--- config.mk ---
export PLATFORM = sky130hd
export DESIGN_NAME = fetch_stage
export DESIGN_NICKNAME = d
export VERILOG_FILES = /design/src/rtl/fetch_pkg.sv /design/src/rtl/fetch_branch_resolve.sv /design/src/rtl/fetch_stage.sv
export SDC_FILE = /design/constraint.sdc
export NUM_CORES = 1
export LEC_CHECK = 0
export CAP_MARGIN = 20
export CORE_ASPECT_RATIO = 1.75
export CORE_MARGIN = 3
export CORE_UTILIZATION = 45
export DETAILED_ROUTE_END_ITERATION = 6
export PLACE_DENSITY = 0.93
export SLEW_MARGIN = 20
export SYNTH_ARGS = -nofsm -noshare
export SYNTH_HDL_FRONTEND = slang
export SYNTH_HIERARCHICAL = 1
export SYNTH_SLANG_ARGS = --single-unit
--- constraint.sdc ---
create_clock -name clk -period 4.1 [get_ports clk]
set_input_delay 0.41 -clock clk [delete_from_list [all_inputs] [get_ports clk]]
set_output_delay 0.41 -clock clk [all_outputs]
set_load 0.03 [all_outputs]
--- src/rtl/fetch_pkg.sv ---
`default_nettype none
// ============================================================================
// Module      : fetch_pkg
// Description : Shared encodings, defaults, the IF/ID bundle type and the
//               branch-condition helper functions for the IF stage.
//               No ports (package).
// Revision    : 1.0 - initial release
// ============================================================================
package fetch_pkg;

    // EX-stage jump codes. The code 2'b11 is not produced by the decoder and
    // is treated as "no jump".
    localparam logic [1:0] JUMP_NONE = 2'b00;
    localparam logic [1:0] JUMP_JALR = 2'b01;
    localparam logic [1:0] JUMP_JAL  = 2'b10;

    // EX-stage branch codes. Codes 3'b101..3'b111 are treated as "no branch".
    localparam logic [2:0] BR_NONE = 3'b000;
    localparam logic [2:0] BR_BEQ  = 3'b001;
    localparam logic [2:0] BR_BNE  = 3'b010;
    localparam logic [2:0] BR_BLT  = 3'b011;
    localparam logic [2:0] BR_BGE  = 3'b100;

    // addi x0, x0, 0
    localparam logic [31:0] NOP_INSTR_DEFAULT = 32'h0000_0013;

    // IF/ID pipeline register contents (RV32 widths).
    typedef struct packed {
        logic [31:0] instr;
        logic [31:0] pc;
        logic [31:0] pcplus4;
    } ifid_t;

    // True for one of the four real branch codes.
    function automatic logic branch_valid(input logic [2:0] br);
        return (br == BR_BEQ) || (br == BR_BNE) || (br == BR_BLT) || (br == BR_BGE);
    endfunction

    // Branch condition from the ALU flags; the ALU performs rs1 - rs2 for
    // branches, so its sign bit means "less than".
    function automatic logic branch_taken(input logic [2:0] br,
                                          input logic       zero,
                                          input logic       sign);
        logic t;
        t = 1'b0;
        case (br)
            BR_BEQ:  t = zero;
            BR_BNE:  t = !zero;
            BR_BLT:  t = sign;
            BR_BGE:  t = !sign;
            default: t = 1'b0;
        endcase
        return t;
    endfunction

endpackage
`default_nettype wire

--- src/rtl/fetch_branch_resolve.sv ---
`default_nettype none
// ============================================================================
// Module      : branch_resolve
// Description : Combinational resolution of EX-stage branches and jumps.
//   JumpE, BranchE       : EX-stage control codes
//   ZeroE, ALU_sineE     : ALU flags for the branch comparison
//   PCTargetE            : PC+imm target (jal, branches)
//   ALUResultE           : rs1+imm target (jalr)
//   PCSrcE               : redirect required this cycle
//   PCNextTarget         : redirect address (valid when PCSrcE is high)
// Revision    : 1.0 - initial release
// ============================================================================
module branch_resolve
    import fetch_pkg::*;
#(
    parameter int XLEN = 32
) (
    input  logic [1:0]      JumpE,
    input  logic [2:0]      BranchE,
    input  logic            ZeroE,
    input  logic            ALU_sineE,
    input  logic [XLEN-1:0] PCTargetE,
    input  logic [XLEN-1:0] ALUResultE,
    output logic            PCSrcE,
    output logic [XLEN-1:0] PCNextTarget
);

    logic w_is_jalr;
    logic w_is_jump;

    always_comb begin
        w_is_jalr    = (JumpE == JUMP_JALR);
        w_is_jump    = w_is_jalr || (JumpE == JUMP_JAL);
        PCSrcE       = w_is_jump || branch_taken(BranchE, ZeroE, ALU_sineE);
        // jalr clears bit 0 of the computed address.
        PCNextTarget = w_is_jalr ? (ALUResultE & ~XLEN'(1)) : PCTargetE;
    end

endmodule
`default_nettype wire

--- src/rtl/fetch_stage.sv ---
`default_nettype none
// ============================================================================
// Module      : fetch_stage
// Description : IF stage: PC register, next-PC selection, IF/ID register.
//               EX-stage redirects override StallF and squash IF/ID.
//   clk, rst                 : clock, synchronous active-high reset
//   StallF, StallD, FlushD   : hazard-unit controls
//   JumpE, BranchE, ZeroE,
//   ALU_sineE, PCTargetE,
//   ALUResultE               : EX-stage branch/jump resolution inputs
//   InstrAddr, InstrRdata    : instruction memory (combinational read)
//   InstrD, PCD, PCPlus4D    : IF/ID register outputs
//   PCSrcE                   : redirect taken this cycle (to hazard unit)
// Optional    : BRANCH_STATS_EN adds BrCount / BrTakenCount counters.
// Revision    : 1.0 - initial release
// ============================================================================
module fetch_stage
    import fetch_pkg::*;
#(
    parameter int              XLEN      = 32,
    parameter logic [XLEN-1:0] RESET_PC  = '0,
    parameter logic [31:0]     NOP_INSTR = NOP_INSTR_DEFAULT
) (
    input  logic            clk,
    input  logic            rst,
    input  logic            StallF,
    input  logic            StallD,
    input  logic            FlushD,
    input  logic [1:0]      JumpE,
    input  logic [2:0]      BranchE,
    input  logic            ZeroE,
    input  logic            ALU_sineE,
    input  logic [XLEN-1:0] PCTargetE,
    input  logic [XLEN-1:0] ALUResultE,
    output logic [XLEN-1:0] InstrAddr,
    input  logic [31:0]     InstrRdata,
    output logic [31:0]     InstrD,
    output logic [XLEN-1:0] PCD,
    output logic [XLEN-1:0] PCPlus4D,
    output logic            PCSrcE
`ifdef BRANCH_STATS_EN
    ,
    output logic [31:0]     BrCount,
    output logic [31:0]     BrTakenCount
`endif
);

    logic [XLEN-1:0] pcf_q, pcf_d;
    logic [XLEN-1:0] w_pcplus4f;
    logic [XLEN-1:0] w_redirect_pc;
    ifid_t           ifid_q, ifid_d;

    branch_resolve #(
        .XLEN(XLEN)
    ) u_branch_resolve (
        .JumpE        (JumpE),
        .BranchE      (BranchE),
        .ZeroE        (ZeroE),
        .ALU_sineE    (ALU_sineE),
        .PCTargetE    (PCTargetE),
        .ALUResultE   (ALUResultE),
        .PCSrcE       (PCSrcE),
        .PCNextTarget (w_redirect_pc)
    );

    always_comb begin
        w_pcplus4f = pcf_q + XLEN'(4);

        // Redirect first: a wrong-path fetch must never be held by StallF.
        pcf_d = w_pcplus4f;
        if (PCSrcE) begin
            pcf_d = w_redirect_pc;
        end else if (StallF) begin
            pcf_d = pcf_q;
        end

        ifid_d = '{instr: InstrRdata, pc: pcf_q, pcplus4: w_pcplus4f};
        if (FlushD || PCSrcE) begin
            ifid_d = '{instr: NOP_INSTR, pc: '0, pcplus4: '0};
        end else if (StallD) begin
            ifid_d = ifid_q;
        end
    end

    always_ff @(posedge clk) begin
        if (rst) begin
            pcf_q  <= RESET_PC;
            ifid_q <= '{instr: NOP_INSTR, pc: '0, pcplus4: '0};
        end else begin
            pcf_q  <= pcf_d;
            ifid_q <= ifid_d;
        end
    end

    assign InstrAddr = pcf_q;
    assign InstrD    = ifid_q.instr;
    assign PCD       = ifid_q.pc;
    assign PCPlus4D  = ifid_q.pcplus4;

`ifdef BRANCH_STATS_EN
    logic [31:0] br_count_q, br_count_d;
    logic [31:0] br_taken_count_q, br_taken_count_d;

    // Jumps are not counted; only the four conditional branch codes.
    always_comb begin
        br_count_d       = br_count_q;
        br_taken_count_d = br_taken_count_q;
        if (branch_valid(BranchE)) begin
            br_count_d = br_count_q + 32'd1;
            if (branch_taken(BranchE, ZeroE, ALU_sineE)) begin
                br_taken_count_d = br_taken_count_q + 32'd1;
            end
        end
    end

    always_ff @(posedge clk) begin
        if (rst) begin
            br_count_q       <= '0;
            br_taken_count_q <= '0;
        end else begin
            br_count_q       <= br_count_d;
            br_taken_count_q <= br_taken_count_d;
        end
    end

    assign BrCount      = br_count_q;
    assign BrTakenCount = br_taken_count_q;
`endif

endmodule
`default_nettype wire
==> qor.txt <==
M1 WL -> 7.10 mm
Tcrit/Tclk final -> 68.8%
drt first pass iters -> 5
worst hold path class -> flop to flop
EDFF count, synth -> 0
Worst-path clk slew -> 0.06 ns
fraction of layout cells with a size suffix above 1 -> 9.04%
clk sinks -> 126
Setup crit start -> InstrAddr[2]$_SDFFE_PP0N_
most frequent cells in the layout -> clkdlybuf4s50_1 (234), dfxtp_1 (126), nor2_1 (96)
worst-skew pair later-pin latency -> 0.42 ns
worst IR drop on VDD -> 0.310 mV
Max Cap Viol -> 0
final setup vio count -> 0
Crit path arrival time -> 3.12 ns
Final Hold Vio Count -> 0
DIE WIDTH -> 94.1 um
Initial DRC Count -> 426
gpl congestion -> 0.905
status -> finished clean
CP Max Fanout -> 16
first-pass GRT wire length -> 32.2 mm
Synth Instances -> 685
Final #Nets -> 993
Synth Register Bits -> 126
RSZ-0062 raised after global routing -> false
Hold WS -> 0.460 ns
initial antenna violation count -> 1
CP Launch Type -> flop
Least-Margin Pin Slew -> 0.899 ns
post-CTS setup buffer count -> 0
critical path endpoint category -> flop
Syn Nets -> 795
count of cell types in the netlist -> 52
Ys Warns -> 6
WL met2 -> 11.1 mm
Main synth FF type -> dfxtp_1
Max Buffers Root-to-Sink -> 2
commonest non-fill, non-tap cell in the layout -> clkdlybuf4s50_1
largest net degree at the start of global routing -> 53
Total Routing Usage GR -> 27.4%
IO buf count -> 235
startpoint of the worst register-to-register path -> InstrAddr[2]$_SDFFE_PP0N_
core box area -> 13100 um^2
TritonCTS clock tree -> done
P&R area growth vs syn -> 49.6%
Static Leak -> 0.00330 uW
post-route ant nets -> 0
Die Ht -> 160 um
sequential element share of the synthesized area -> 41.2%
Setup Total Neg Slack -> 0 ns
DR top layer -> met4
total grt overflow -> 0
synthesized area per cell -> 8.93 um^2
routed wl met3 -> 1.41 mm
cts bufs inserted -> 17
CTS H-tree depth -> 4
power density cells -> 402 nW/um^2
Tot Pwr -> 3680 uW
Total Wirelength -> 20.8 mm
Post-CTS Hold Fix Bufs -> 0
die area -> 15100 um^2
vias in the first global route -> 6159
DRC viols -> 0
clk root buf -> clkbuf_16
PostCTS Resize Cnt -> 0
Initial Utilization -> 46.5%
Slew headroom -> 40.1%
final slew viol count -> 0
vias -> 6178
fraction of registers with async set/reset -> 0%
kind of critical path -> flop to flop
io pins -> 237
Min-Delay Startpoint -> PCPlus4D[5]$_SDFFE_PP0N_
routed vias/inst -> 5.78
DR WL/cell -> 19.5 um
FMAX -> 354 MHz
post-layout min period -> 2.82 ns
Worst Skew -> 0.00780 ns
mapped cell area -> 6120 um^2
required time worst endpoint -> 4.40 ns
DPL Wire Length -> 15.1 mm
Rows -> 55
[final timing paths]
path                           endpoint  slack [ns]  cells after the start
max          InstrAddr[26]$_SDFFE_PP0N_        1.28                      5
max reg2reg  InstrAddr[26]$_SDFFE_PP0N_        1.28                      5
min            PCPlus4D[5]$_SDFFE_PP0N_        0.46                      2
min reg2reg    PCPlus4D[5]$_SDFFE_PP0N_        0.46                      2
[report_power, final]
part / switching [uW] / internal [uW] / leakage [uW]
Sequential: 99.5 / 1280 / 0.00103
Combinational: 312 / 297 / 0.00196
Clock: 578 / 1120 / 0.000321
Total: 990 / 2690 / 0.00330
[stage by stage]
step	area (um^2)	instances	setup WS [ns]	utilization (%)
detailed placement	8490	1035	1.02	64.6
global placement	8490	1035	1.10	64.6
floorplan	6120	685	1.28	-
global route	9150	1068	1.19	69.6
CTS	9150	1067	1.29	69.6
finish	9150	1068	1.28	69.6
[metal layers]
metal  track usage, %  vias up
li1                 -     2876
met1             28.5     2873
met2             49.5      334
met3             5.33       95
met4             15.7        0
met5                0        -
[cell families after synthesis]
family | after synthesis | synth area share, %
buffers and inverters | 77 | 5.71
AOI/OAI and AO/OA | 120 | 12.7
muxes | 98 | 16.8
and+or+nand+nor | 238 | 19.7
adders and majority gates | 2 | 0.409
DFF | 126 | 41.2
xor gates and xnor gates | 24 | 3.44
[flip-flops by register name, summed over array words and instances, names as in the netlist]
name and count:
PCPlus4D 30, PCD 32, InstrD 32, InstrAddr 32
[synth_stat cells (2+ instances only)]
cell	n	area share, %
a31oi_1	14	1.4
nand2_1	35	2.1
nand4_1	14	1.4
buf_1	9	0.55
nor2_1	96	5.9
clkbuf_1	36	2.2
xnor2_1	18	2.6
mux2_4	2	0.49
a2111oi_0	4	0.57
or4_1	14	1.7
nor4_1	13	1.3
ha_1	2	0.41
inv_1	11	0.67
o31ai_1	13	1.6
nand2b_1	2	0.20
nand3_1	12	0.98
nor3_1	16	1.3
nor2b_1	4	0.41
o21ai_0	32	2.6
a21oi_1	23	1.9
a311oi_1	14	2.0
and3_1	6	0.61
or3_1	8	0.82
dfxtp_1	126	41
buf_4	6	0.74
mux2i_1	67	11
mux2_2	29	5.3
a211oi_1	11	1.3
or4_4	2	0.37
buf_2	11	0.90
buf_6	3	0.55
o211a_1	2	0.33
xor2_1	6	0.86
and4_1	6	0.86
[cell type report]
| type | instances | area, um^2 |
|---|---|---|
| well taps | 171 | 214 |
| fillers | 1028 | 3990 |
| repair buffers | 245 | 2440 |
| multi-input cells | 482 | 3270 |
| clock inverters | 12 | 206 |
| inverters | 11 | 41.3 |
| diodes | 1 | 2.50 |
| flip-flops and latches | 126 | 2520 |
| clock buffers | 20 | 457 |
[critical path: stages, from the launching register on]
cell and delay, ns:
dfxtp_1 0.50, ha_1 0.33, nand4_2 0.25, or4_4 0.72, or4_1 0.54, a311oi_1 0.36
Power figures use the tool's default switching activity.
